[config.mk]
export PLATFORM = sky130hd
export DESIGN_NAME = ln_arbiter
export DESIGN_NICKNAME = d
export VERILOG_FILES = /design/src/rtl/ln_arbiter_pkg.sv /design/src/rtl/ln_rr_pick.sv /design/src/rtl/ln_arbiter.sv
export SDC_FILE = /design/constraint.sdc
export NUM_CORES = 1
export LEC_CHECK = 0
export ABC_CLOCK_PERIOD_IN_PS = 7300
export BUFFER_PORTS_ARGS = -buffer_cell sky130_fd_sc_hd__buf_2
export CAP_MARGIN = 20
export CORE_UTILIZATION = 36
export CTS_CLUSTER_SIZE = 24
export DETAILED_ROUTE_END_ITERATION = 10
export SKIP_LAST_GASP = 1
export SYNTH_ARGS = -nofsm -noshare
export SYNTH_HDL_FRONTEND = slang
export SYNTH_HIERARCHICAL = 1
export SYNTH_SLANG_ARGS = --single-unit
[constraint.sdc]
create_clock -name clk -period 7.3 [get_ports clk]
set_input_delay 0.365 -clock clk [delete_from_list [all_inputs] [get_ports clk]]
set_output_delay 0.365 -clock clk [all_outputs]
set_load 0.02 [all_outputs]
[src/rtl/ln_arbiter_pkg.sv]
// Shared constants for the ln blocks: default sizing of the arbiter and its tag width.
package ln_arbiter_pkg;

    // Width of a requester index; never zero so a single requester still has a tag bit.
    function automatic int unsigned tag_width(int unsigned n);
        return (n > 1) ? $clog2(n) : 1;
    endfunction

    localparam int unsigned LnNumReq  = 4;
    localparam int unsigned LnLatency = 75;
    localparam int unsigned LnMaxOut  = 15;
    localparam int unsigned LnTagW    = tag_width(LnNumReq);

endpackage

[src/rtl/ln_rr_pick.sv]
// Round-robin picker: first eligible requester at or after the pointer, as a one-hot grant.
module ln_rr_pick
    import ln_arbiter_pkg::*;
#(
    parameter int unsigned N = LnNumReq,
    localparam int unsigned PtrW = tag_width(N)
) (
    input  logic [N-1:0]    eligible_i,
    input  logic [PtrW-1:0] ptr_i,
    output logic [N-1:0]    grant_o
);

    logic            found;
    logic [PtrW-1:0] idx;

    always_comb begin
        grant_o = '0;
        found   = 1'b0;
        idx     = '0;
        for (int unsigned i = 0; i < N; i++) begin
            idx = PtrW'((32'(ptr_i) + i) % N);
            if (!found && eligible_i[idx]) begin
                grant_o[idx] = 1'b1;
                found        = 1'b1;
            end
        end
    end

endmodule

[src/rtl/ln_arbiter.sv]
// Shares one pipelined ln core among NUM_REQ requesters with round-robin issue,
// per-requester credit limits and a tag pipeline that routes results back.
module ln_arbiter
    import ln_arbiter_pkg::*;
#(
    parameter int unsigned NUM_REQ = LnNumReq,
    parameter int unsigned LATENCY = LnLatency,
    parameter int unsigned MAX_OUT = LnMaxOut
) (
    input  logic                 clk,
    input  logic                 rst,
    input  logic [NUM_REQ-1:0]   req_valid,
    input  logic [NUM_REQ*32-1:0] req_x,
    output logic [NUM_REQ-1:0]   req_ready,
    output logic                 core_start,
    output logic [31:0]          core_x,
    input  logic                 core_done,
    input  logic [31:0]          core_ln,
    input  logic                 core_error,
    output logic [NUM_REQ-1:0]   rsp_valid,
    output logic [31:0]          rsp_ln,
    output logic                 rsp_error,
    output logic [6:0]           in_flight,
    output logic                 proto_err
);

    localparam int unsigned TagW   = tag_width(NUM_REQ);
    localparam int unsigned CntW   = $clog2(MAX_OUT + 1);
    localparam int unsigned Depth  = LATENCY + 1;
    localparam int unsigned DrainW = $clog2(LATENCY + 2);

    logic [CntW-1:0]    outst_q [NUM_REQ];
    logic [CntW-1:0]    outst_d [NUM_REQ];
    logic [NUM_REQ-1:0] eligible, grant;
    logic [TagW-1:0]    ptr_q, grant_idx;
    logic [31:0]        sel_x;
    logic               xfer;

    logic               core_start_q;
    logic [31:0]        core_x_q;
    logic [Depth-1:0]   tag_v_q;
    logic [TagW-1:0]    tag_id_q [Depth];
    logic [DrainW-1:0]  drain_q;
    logic               drain_active, tag_hit, fire;

    logic [NUM_REQ-1:0] rsp_valid_q;
    logic [31:0]        rsp_ln_q;
    logic               rsp_err_q;
    logic [6:0]         in_flight_q;
    logic               proto_q;

    always_comb begin
        for (int unsigned i = 0; i < NUM_REQ; i++) begin
            eligible[i] = req_valid[i] && (outst_q[i] < CntW'(MAX_OUT));
        end
    end

    ln_rr_pick #(
        .N(NUM_REQ)
    ) u_pick (
        .eligible_i(eligible),
        .ptr_i     (ptr_q),
        .grant_o   (grant)
    );

    assign req_ready = rst ? '0 : grant;
    assign xfer      = |req_ready;

    always_comb begin
        grant_idx = '0;
        sel_x     = '0;
        for (int unsigned i = 0; i < NUM_REQ; i++) begin
            if (grant[i]) begin
                grant_idx = TagW'(i);
                sel_x     = req_x[32*i +: 32];
            end
        end
    end

    always_comb begin
        for (int unsigned i = 0; i < NUM_REQ; i++) begin
            outst_d[i] = outst_q[i] + CntW'(req_ready[i]) - CntW'(rsp_valid_q[i]);
        end
    end

    // The last tag stage lines up with core_done for the issue LATENCY cycles earlier.
    assign drain_active = (drain_q != '0);
    assign tag_hit      = tag_v_q[Depth-1];
    assign fire         = core_done && tag_hit && !drain_active;

    always_ff @(posedge clk) begin
        if (rst) begin
            ptr_q        <= '0;
            core_start_q <= 1'b0;
            core_x_q     <= '0;
            tag_v_q      <= '0;
            drain_q      <= DrainW'(LATENCY + 1);
            rsp_valid_q  <= '0;
            rsp_ln_q     <= '0;
            rsp_err_q    <= 1'b0;
            in_flight_q  <= '0;
            proto_q      <= 1'b0;
            for (int unsigned i = 0; i < NUM_REQ; i++) begin
                outst_q[i] <= '0;
            end
        end else begin
            core_start_q <= xfer;
            if (xfer) begin
                core_x_q <= sel_x;
                ptr_q    <= (grant_idx == TagW'(NUM_REQ - 1)) ? '0 : grant_idx + 1'b1;
            end
            tag_v_q <= {tag_v_q[Depth-2:0], xfer};
            if (drain_active) begin
                drain_q <= drain_q - 1'b1;
            end
            rsp_valid_q <= fire ? (NUM_REQ'(1) << tag_id_q[Depth-1]) : '0;
            if (fire) begin
                rsp_ln_q  <= core_ln;
                rsp_err_q <= core_error;
            end
            if (!drain_active && (core_done != tag_hit)) begin
                proto_q <= 1'b1;
            end
            in_flight_q <= in_flight_q + 7'(xfer) - 7'(|rsp_valid_q);
            for (int unsigned i = 0; i < NUM_REQ; i++) begin
                outst_q[i] <= outst_d[i];
            end
        end
    end

    // Tag indices are qualified by tag_v_q, so they need no reset.
    always_ff @(posedge clk) begin
        tag_id_q[0] <= grant_idx;
        for (int unsigned j = 1; j < Depth; j++) begin
            tag_id_q[j] <= tag_id_q[j-1];
        end
    end

    assign core_start = core_start_q;
    assign core_x     = core_x_q;
    assign rsp_valid  = rsp_valid_q;
    assign rsp_ln     = rsp_ln_q;
    assign rsp_error  = rsp_err_q;
    assign in_flight  = in_flight_q;
    assign proto_err  = proto_q;

endmodule

Word-level counts from Yosys, hierarchy flattened
Memory sizes are Yosys's and may differ from the RTL's.
Cells that the tools add are included.
- flip-flop bits (word level): 163
- RAM bits: 168
- input bits: 168
- output and inout bits: 82
- logic and storage cells: 111
- memories: 2
- add/subtract/negate cells: 15
- magnitude comparators: 12
- equality and inequality tests: 2
- shifts and indexed selects: 1
- multiplexer cells: 39
- bitwise gates (word level): 8
- reductions and logical operators: 22
- memory list (memory ; words ; width ; rd ports ; clocked after memory_dff ; write ports ; line ; RTL):
    tag_id_q ; 76 ; 2 ; 76 ; 0 ; 76 ; ln_arbiter.sv:42 ; logic [TagW-1:0] tag_id_q [Depth];
    outst_q ; 4 ; 4 ; 4 ; 0 ; 4 ; ln_arbiter.sv:32 ; logic [CntW-1:0] outst_q [NUM_REQ];
- operator list (operator ; count):
    two-way mux 32 bit ; 4
    two-way mux 4 bit ; 9
    adder 4 x 1 -> 4 bit ; 4
    less-than comparator 4 bit (second input constant) ; 4
    subtractor 4 x 1 -> 4 bit ; 4
    two-way mux 1 bit ; 15
    logical AND 1 bit ; 14
    less-than comparator 2 x 3 -> 1 bit (second input constant) ; 4
    bitwise OR 4 bit ; 3
    binary-select mux 1 bit (select 2 bit) ; 4
    demux 1 bit (select 2 bit) ; 4
    greater-or-equal comparator 2 x 1 -> 1 bit (second input constant) ; 4
    OR reduction 4 bit ; 2
    adder 7 x 1 -> 7 bit ; 1
    nonzero test 7 bit ; 1
    subtractor 7 x 1 -> 7 bit ; 1
    subtractor 7 x 1 -> 7 bit (second input constant) ; 1
    two-way mux 2 bit ; 3
    adder 2 x 1 -> 2 bit (second input constant) ; 2
    adder 2 bit (second input constant) ; 2
    zero test 1 bit ; 4
    bitwise OR 1 bit ; 4
    << shifter 1 x 2 -> 4 bit (first input constant) ; 1
    equality test 2 bit (second input constant) ; 1
    other kinds (3) ; 3

Depth between registers and ports, before layout
Gate-level depths: netlist of run 1.
An unclocked memory read counts as a cell.
- depth in word-level cells: 20
- gate-level depth with buffers: 21
- mapped depth without buffers: 18

Cells and area by module
Netlist of run 1, hierarchy kept.
- modules (own cells, without submodules) (module ; instances ; cells each ; area each (um^2) ; sequential area each (um^2)):
    ln_arbiter ; 1 ; 905 ; 10109.7 ; 6606.3
    ln_rr_pick ; 1 ; 36 ; 337.8 ; 0.0

Least setup slack after synthesis of run 1
OpenSTA, ideal clock, no wires.
- path type: reg2reg
- from: reg ptr_q[0]
- to: reg in_flight_q[6], in the netlist in_flight[6]
- setup time: 0.135 ns
- arrival time: 3.982 ns
- data required time: 7.165 ns
- slack: 3.183 ns
- stages on the path, launching flop included: 21
- buffers on the path: 2
- clock period less this slack: 4.117 ns
- cells stage by stage: dfxtp_1 inv_1 ha_1 mux4_2 a21oi_1 a21o_2 o211ai_1 clkbuf_1 nor4_2 buf_2 nor2_1 inv_1 ha_1 inv_1 ha_1 inv_1 fa_1 nor2b_1 o31ai_1 a21oi_1 o211ai_1
- longest elaborated chain between the ends: 16
- elaborated cells between the ends (all ways): 51
- classes of those cells: 5 x add/sub; 8 x order compare; 24 x mux; 3 x bitwise; 11 x reduce/logical
- RTL lines (what ; line ; RTL):
    start, declared ; ln_arbiter.sv:35 ; logic [TagW-1:0] ptr_q, grant_idx;
    start signal, assigned ; ln_arbiter.sv:110 ; ptr_q <= (grant_idx == TagW'(NUM_REQ - 1)) ? '0 : grant_idx + 1'b1;
    branches (longest 11 deep; another with less-than comparator 2 x 3 -> 1 bit) ; -- ;
    two-way mux 4 bit * ; ln_rr_pick.sv:22 ; if (!found && eligible_i[idx]) begin
    via grant[2] ; ln_arbiter.sv:34 ; logic [NUM_REQ-1:0] eligible, grant;
    two-way mux 4 bit * ; ln_arbiter.sv:66 ; assign req_ready = rst ? '0 : grant;
    OR reduction 4 bit * ; ln_arbiter.sv:67 ; assign xfer = |req_ready;
    adder 7 x 1 -> 7 bit * ; ln_arbiter.sv:124 ; in_flight_q <= in_flight_q + 7'(xfer) - 7'(|rsp_valid_q);
    subtractor 7 x 1 -> 7 bit * ; ln_arbiter.sv:124 ;
    end signal, assigned ; ln_arbiter.sv:124 ;
    end, declared ; ln_arbiter.sv:49 ; logic [6:0] in_flight_q;
Mark *: on every way through the listed nets, which the timed path passes. The select of a mux whose other input is x is not followed.
A chain may end at the register's enable or synchronous reset.

Final worst setup path of run 1
Same ends and word-level chain as after synthesis.

==> summary.md, run 1 <==
| Metric | Value |
|---|---|
| Iter 0 DRT Violations | 377 |
| Final total power | 0.00540 W |
| Flop pwr share | 0.434 |
| Fmax | 211 MHz |
| #FFs+latches synth | 330 |
| CP Max Fanout | 70 |
| Skew final | 8.34 ps |
| Most frequent cells in the layout | dfxtp_1, buf_2, nand2_1 |
| Net Sw Frac | 0.296 |
| Post-synth top area cell | dfxtp_1 |
| FF-to-FF Start | ptr_q[0] |
| Ranking of synthesized cells by area | dfxtp_1, nor2b_1, a22oi_1 |
| VDD IR max | 0.000173 V |
| Fin crit share | 0.648 |
| Cells after Synth | 941 |
| Clk sink count | 330 |
| Hold endpoint | rsp_ln[23] |
| Synth Net Count | 1149 |
| CTS clock-pin slew for the worst setup and hold paths | 60 ps |
| CP endpoint kind | flop |
| Number of routed nets with antenna violations | 0 |
| Worst Hold Launch | core_ln[23] |
| Hold Path Stages | 3 |
| Final min period | 4730 ps |
| H-tree level count | 2 |
| Vias in the first global route | 6802 |
| Worst EP required | 7660 ps |
| Port Buf Inserts | 249 |
| Average size of a mapped cell | 11.1 sq um |
| HPWL after DPL | 14800 um |
| Die X | 172 um |
| CP max-delay cell | dfxtp_1 |
| # IOs | 250 |
| Root Driver | clkbuf_16 |
| CP startpoint kind | flop |
| Internal | 0.00380 W |
| Drt first pass iters | 4 |
| Outcome | complete, no violations |
| Power per cell area | 411 nW/um^2 |
| Commonest non-fill, non-tap cell in the layout | dfxtp_1 |
| Setup Total Neg Slack | 0 ps |
| DIE AREA | 29700 sq um |
| Hold_buf cts | 0 |
| Clock Tree Buf Depth | 3 |
| Post-synthesis cell area | 10400 sq um |
| Row cnt | 61 |
| Unrepaired setup endpoints after global routing | false |
| Gpl congestion | 0.774 |
| Sequential area share after synthesis | 0.632 |
| Antenna fix cells | 0 |
| Slew Viols, Final | 0 |
| Crit path cell chain | inv_1 > ha_1 > mux4_2 > nor4b_4 > nand2_1 > o211ai_1 > buf_4 > nor4_4 > buf_4 > nor2_1 > inv_1 > ha_1 > inv_1 > ha_1 > inv_1 > fa_1 > nor2b_1 > o31ai_1 > a21oi_1 > o211ai_1 |
| Largest net degree at the start of global routing | 107 |
| Worst slew pin tran | 818 ps |
| Post-route DRC | 0 |
| Hold Fails Final Rpt | 0 |
| Critical path arrival | 5090 ps |
| Final wirelength | 22000 um |
| Hold Crit Class | in -> reg |
| Post-cts resize count | 0 |
| CTS Buf Count | 35 |
| Leakage | 5.64 nW |
| Setup slack, reg-to-reg | 2570 ps |
| Crit-path most repeated cell | inv_1 |
| Yosys Warn Count | 6 |
| Comb power frac | 0.243 |
| Nets@finish | 1391 |
| Depth of the worst register-to-register path | 20 |
| Area grow syn2layout | 25.7% |
| Initial antenna violation count | 1 |
| Postcts setup bufs | 0 |
| Core Area | 28200 sq um |
| CTS tree | built |
| Largest stage delay on the critical path | 530 ps |
| Starting Density | 0.371 |
| Fraction of layout instances using a drive strength above 1 | 0.296 |
| Post-detailed-route wirelength per cell | 13.9 um |
| DR vias | 7208 |
| Clock share of power | 0.323 |
| RR Endpoint | in_flight[6] |
| Critical path class | reg -> reg |
| Yosys top cell area share | 0.632 |
| Gr usage total | 0.147 |
| Via/cell ratio | 4.54 |
| Gr ovfl total | 0 |
| Final setup violation count | 0 |
| Global-route wire length before repair | 34300 um |
| Max-Cap Viols | 0 |
| Rel. slew slack | 0.455 |
| Netlist cell types | 46 |
| Die extent in y | 172 um |
| Psw | 0.00160 W |
| Clock latency at the later pin of the worst-skew pair | 490 ps |
-- synthesized netlist by cell type (all sizes together) --
| master | count |
|---|---|
| or2 | 34 |
| or4 | 3 |
| nor2 | 25 |
| nor3b | 1 |
| a22oi | 64 |
| nor2b | 87 |
| o21a | 1 |
| nand2b | 4 |
| o31ai | 2 |
| mux2i | 1 |
| or3 | 1 |
| a21oi | 46 |
| nand3 | 1 |
| o21ai | 2 |
| or3b | 1 |
| nor4b | 3 |
| inv | 47 |
| nor4 | 7 |
| buf | 18 |
| xor2 | 8 |
| nor3 | 8 |
| nand2 | 104 |
| or4bb | 1 |
| a21o | 10 |
| xnor2 | 6 |
| nand4b | 1 |
| dfxtp | 330 |
| fa | 5 |
| ha | 35 |
| clkbuf | 33 |
| a211oi | 4 |
| o211ai | 5 |
| and3b | 1 |
| o21bai | 1 |
| a31oi | 37 |
| mux4 | 4 |
-- per-stage QoR --
| stage | std cells | hold WS (ps) | util | setup slack [ps] | cell area [sq um] |
|---|---|---|---|---|---|
| floorplan | 941 | 310 | - | 3180 | 10400 |
| global placement | 1524 | 311 | 0.425 | 2670 | 12000 |
| detailed placement | 1524 | 312 | 0.425 | 2560 | 12000 |
| CTS | 1586 | 73.5 | 0.466 | 2540 | 13100 |
| global route | 1586 | 89.4 | 0.466 | 2020 | 13100 |
| finish | 1586 | 102 | 0.466 | 2570 | 13100 |
-- metal layers --
layer	GRT usage	wire length [um]	vias to the layer above	part of all wire
li1	-	-	3629	-
met1	0.178	9860	3257	0.45
met2	0.244	9780	286	0.44
met3	0.0421	1740	34	0.079
met4	0.0596	587	2	0.027
met5	0	17	-	0.00077
-- sequential cells by signal, indices dropped and copies added (netlist names) --
| signal | cells |
|---|---|
| rsp_ln | 32 |
| rsp_error | 1 |
| ptr_q | 2 |
| outst_q | 16 |
| in_flight | 7 |
| core_x | 32 |
| tag_v_q | 76 |
| tag_id_q | 152 |
| drain_q | 7 |
| proto_err | 1 |
| rsp_valid | 4 |
-- area by class of cell --
class	instances	area, sq um
multi-input cells	513	3420
repair buffers	256	1310
flip-flops and latches	330	6610
fillers	2642	15000
well taps	378	473
inverters	47	176
clock inverters	17	211
clock buffers	45	933
-- worst max path at each step --
stage               startpoint      endpoint  slack, ps  depth (start not counted)
floorplan             ptr_q[0]  in_flight[6]       3180                         20
global placement      ptr_q[0]  in_flight[6]       2670                         20
detailed placement    ptr_q[0]  in_flight[6]       2560                         20
CTS                   ptr_q[0]  in_flight[6]       2540                         20
global route          ptr_q[0]  in_flight[6]       2020                         20
finish                ptr_q[0]  in_flight[6]       2570                         20
-- power groups by stage --
stage	sequential (W)	combinational (W)	clock, W
floorplan	0.00243	0.000871	0
global placement	0.00237	0.00129	0
detailed placement	0.00238	0.00131	0
CTS	0.00235	0.00132	0.00181
global route	0.00238	0.00147	0.00188
finish	0.00234	0.00131	0.00174
-- worst max-delay path, delay by kind of cell (launching register included) --
kind / cells / cell delay [ps]
simple gates: 5 / 870
fa+ha+maj: 4 / 1170
compound gates: 4 / 470
buf+inv: 6 / 1130
flops: 1 / 530
mux: 1 / 390
-- cell families (layout without fill, tap and decap cells) --
group           count (synthesis)  after routing  synth area share
xor+xnor                       14             14            0.0117
mux                             5              5            0.0103
compound gates                172            172             0.108
fa+ha+maj                      40             40            0.0515
buf+inv                        98            365            0.0418
simple gates                  282            282             0.144
flops                         330            330             0.632
Note: power is estimated with default switching activity, not from simulation.
==> run 2: changes to the inputs <==
--- a/config.mk
+++ b/config.mk
@@ -5,7 +5,8 @@
 export SDC_FILE = /design/constraint.sdc
 export NUM_CORES = 1
 export LEC_CHECK = 0
-export ABC_CLOCK_PERIOD_IN_PS = 7300
+export ABC_AREA = 1
+export ABC_CLOCK_PERIOD_IN_PS = 4500
 export BUFFER_PORTS_ARGS = -buffer_cell sky130_fd_sc_hd__buf_2
 export CAP_MARGIN = 20
 export CORE_UTILIZATION = 36
==> constraint.sdc (replaced) <==
create_clock -name clk -period 4.5 [get_ports clk]
set_input_delay 0.225 -clock clk [delete_from_list [all_inputs] [get_ports clk]]
set_output_delay 0.225 -clock clk [all_outputs]
set_load 0.02 [all_outputs]
==> run 2 against run 1 <==
Critical path depth grew 1. Combinational power grew 92%. Area after synthesis grew 6.9%. Total power grew 65%. Sequential share of layout area shrank 2.6 points.
==> summary.md, run 2 <==
| Metric | Value |
|---|---|
| Starting Density | 0.365 |
| Net Sw Frac | 0.337 |
| Setup slack, reg-to-reg | 800 ps |
| Average size of a mapped cell | 8.69 sq um |
| Top reg by flops | tag_id_q |
| Number of routed nets with antenna violations | 0 |
| Most frequent cells in the layout | dfxtp_1, buf_2, nor2_1 |
| Synth Area in XOR/XNOR | 0.00549 |
| Gr usage total | 0.145 |
| Post-Synth Adder-Cell Area | 0.0482 |
| Root Driver | clkbuf_16 |
| Via/cell ratio | 4.44 |
| Port Buf Inserts | 249 |
| Hold Fails Final Rpt | 0 |
| Final min period | 3700 ps |
| Global-route wire length before repair | 37500 um |
| Rel. slew slack | 0.339 |
| Largest net degree at the start of global routing | 78 |
| FF-to-FF Start | ptr_q[0] |
| Sequential area share after synthesis | 0.591 |
| Die extent in y | 178 um |
| Largest register FFs | 152 |
| Final wirelength | 23000 um |
| Fmax | 271 MHz |
| Unrepaired setup endpoints after global routing | false |
| Post-cts resize count | 0 |
| Gpl congestion | 0.864 |
| Max-Cap Viols | 0 |
| Vias in the first global route | 7986 |
| CP startpoint kind | flop |
| Worst slew pin tran | 990 ps |
| Core Area | 30600 sq um |
| Mux cell area share after synthesis | 0 |
| Worst setup path end | in_flight[6] |
| Multi-input gate area | 3700 sq um |
| Final total power | 0.00888 W |
| Fin util | 0.453 |
| Hold Path Stages | 4 |
| Critical path arrival | 4090 ps |
| Cells after Synth | 1285 |
| Synth Area in Compound Gates | 0.0567 |
| Leakage | 6.27 nW |
| DIE AREA | 31700 sq um |
| Clock share of power | 0.307 |
| Die X | 178 um |
| Fraction of layout instances using a drive strength above 1 | 0.218 |
| Nets@finish | 1727 |
| Final cell count without fillers | 1940 |
| Skew final | 16.5 ps |
| Hold Crit Class | in -> reg |
| Yosys top cell area share | 0.591 |
| Clk sink count | 330 |
| # IOs | 250 |
| CP endpoint kind | flop |
| HPWL after DPL | 15600 um |
| RR Endpoint | in_flight[6] |
| Fillcell total | 3010 |
| Internal | 0.00589 W |
| Psw | 0.00299 W |
| Reg area | 6610 sq um |
| Gr ovfl total | 0 |
| Post-detailed-route wirelength per cell | 11.9 um |
| Fin crit share | 0.821 |
| Initial antenna violation count | 1 |
| Post-synth top flop | dfxtp_1 |
| Post-synth top area cell | dfxtp_1 |
| Post-synthesis cell area | 11200 sq um |
| CTS Buf Count | 34 |
| Main combinational cell family by area after synthesis | simple AND/OR/NAND/NOR gates |
| Count leader, synth | dfxtp_1 |
| Synth Net Count | 1493 |
| Top Registers | tag_id_q: 152 flops, tag_v_q: 76 flops |
| Ranking of synthesized cells by area | dfxtp_1, nor2_1, nand2_1 |
| CTS clock-pin slew for the worst setup and hold paths | 60 ps |
| H-tree level count | 2 |
| DR vias | 8612 |
| Slew Viols, Final | 0 |
| Setup Total Neg Slack | 0 ps |
| Yosys Warn Count | 6 |
| Drt first pass iters | 5 |
| CP Max Fanout | 11 |
| Outcome | complete, no violations |
| Row cnt | 64 |
| Placed cell count | 1877 |
| Power per cell area | 642 nW/um^2 |
| VDD IR max | 0.000331 V |
| Commonest non-fill, non-tap cell in the layout | dfxtp_1 |
| Netlist cell types | 27 |
| Worst EP required | 4890 ps |
| Clock Tree Buf Depth | 3 |
| Comb power frac | 0.283 |
| EDFF count, synth | 0 |
| Clock latency at the later pin of the worst-skew pair | 500 ps |
| Iter 0 DRT Violations | 302 |
| Critical path class | reg -> reg |
| Post-route DRC | 0 |
| Depth of the worst register-to-register path | 21 |
| Final setup violation count | 0 |
| CTS tree | built |
| Area grow syn2layout | 23.9% |
| Flop pwr share | 0.410 |
| Simple-gate area share of the yosys netlist | 0.220 |
| Setup crit start | ptr_q[0] |
| Asr flop ratio synth | 0 |
| #FFs+latches synth | 330 |
| Post-synth top cells | dfxtp_1, nor2_1, nand2_1, inv_1, nand3_1 |
## run 2: changes by cell type after synthesis, moves of 33 or more
cell,before,now
a22oi_1,64,0
or2_2,34,0
nand3_1,1,97
a31oi_1,37,0
nand2_1,104,198
nand3b_1,0,33
nor2_1,25,224
inv_1,47,149
nor2b_1,87,0
## run 2: power groups by stage
| stage | combinational (W) | clock [W] | sequential [W] |
|---|---|---|---|
| final | 0.00251 | 0.00273 | 0.00364 |
| after global routing | 0.00286 | 0.00296 | 0.00370 |
| after CTS | 0.00254 | 0.00284 | 0.00365 |
| after detailed placement | 0.00253 | 0 | 0.00370 |
| after global placement | 0.00249 | 0 | 0.00370 |
| after floorplan | 0.00175 | 0 | 0.00380 |
## run 2: critical path, cell delays in order (launching register included)
cell	delay, ps
dfxtp_1	550
inv_2	170
ha_1	370
inv_1	80
nand3_1	80
nand2_1	80
nand2_4	90
inv_2	50
nand3_1	60
nand3_1	250
o21ai_1	250
nand2_2	70
inv_1	140
ha_1	250
inv_1	60
ha_1	150
inv_1	70
fa_1	410
nor3_1	200
nor2_1	60
nor2_1	90
nor2_1	50
## run 2: metrics by stage
stage          setup WS, ps  instance area [sq um]  hold WS [ps]
2_1_floorplan          1090                  11200           310
3_3_place_gp            909                  12700           311
3_5_place_dp            843                  12700           312
4_1_cts                 815                  13800         0.895
5_1_grt                 462                  13800          28.4
6_report                804                  13800          27.5
## run 2: final cells by class
| type | count | share of cell area |
|---|---|---|
| multi-input combinational | 741 | 0.268 |
| clock inverter | 15 | 0.00967 |
| clock buffer | 45 | 0.0717 |
| sequential | 330 | 0.477 |
| tap | 396 | 0.0358 |
| inverter | 153 | 0.0415 |
| antenna | 1 | 0.000181 |
| timing repair buffer | 259 | 0.0965 |
## run 2: per-layer routing
metal | GRT usage | part of all wire | up-vias
met4 | 0.0766 | 0.043 | 0
li1 | - | - | 4457
met3 | 0.0416 | 0.080 | 64
met1 | 0.174 | 0.45 | 3800
met5 | 0 | 0 | -
met2 | 0.234 | 0.43 | 291
## run 2: kinds of logic after synthesis
kind of cell               Yosys count
DFF                                330
AOI/OAI and AO/OA                  124
adders and majority gates           40
xor gates and xnor gates             7
buffers and inverters              214
and+or+nand+nor                    570
## run 2: repair_timing
item                      CTS  global route
hold buffers                1             0
buffers inserted            0             0
hold endpoints to repair    1             0
## run 2: worst min path at each step
stage | startpoint | to | slack, ps
2_1_floorplan | tag_id_q[0][0] | tag_id_q[0][2] | 310
3_3_place_gp | tag_id_q[12][6] | tag_id_q[13][0] | 310
3_5_place_dp | tag_id_q[5][6] | tag_id_q[6][0] | 310
4_1_cts | core_ln[22] | rsp_ln[22] | 0.9
5_1_grt | core_ln[21] | rsp_ln[21] | 30
6_report | core_ln[22] | rsp_ln[22] | 30
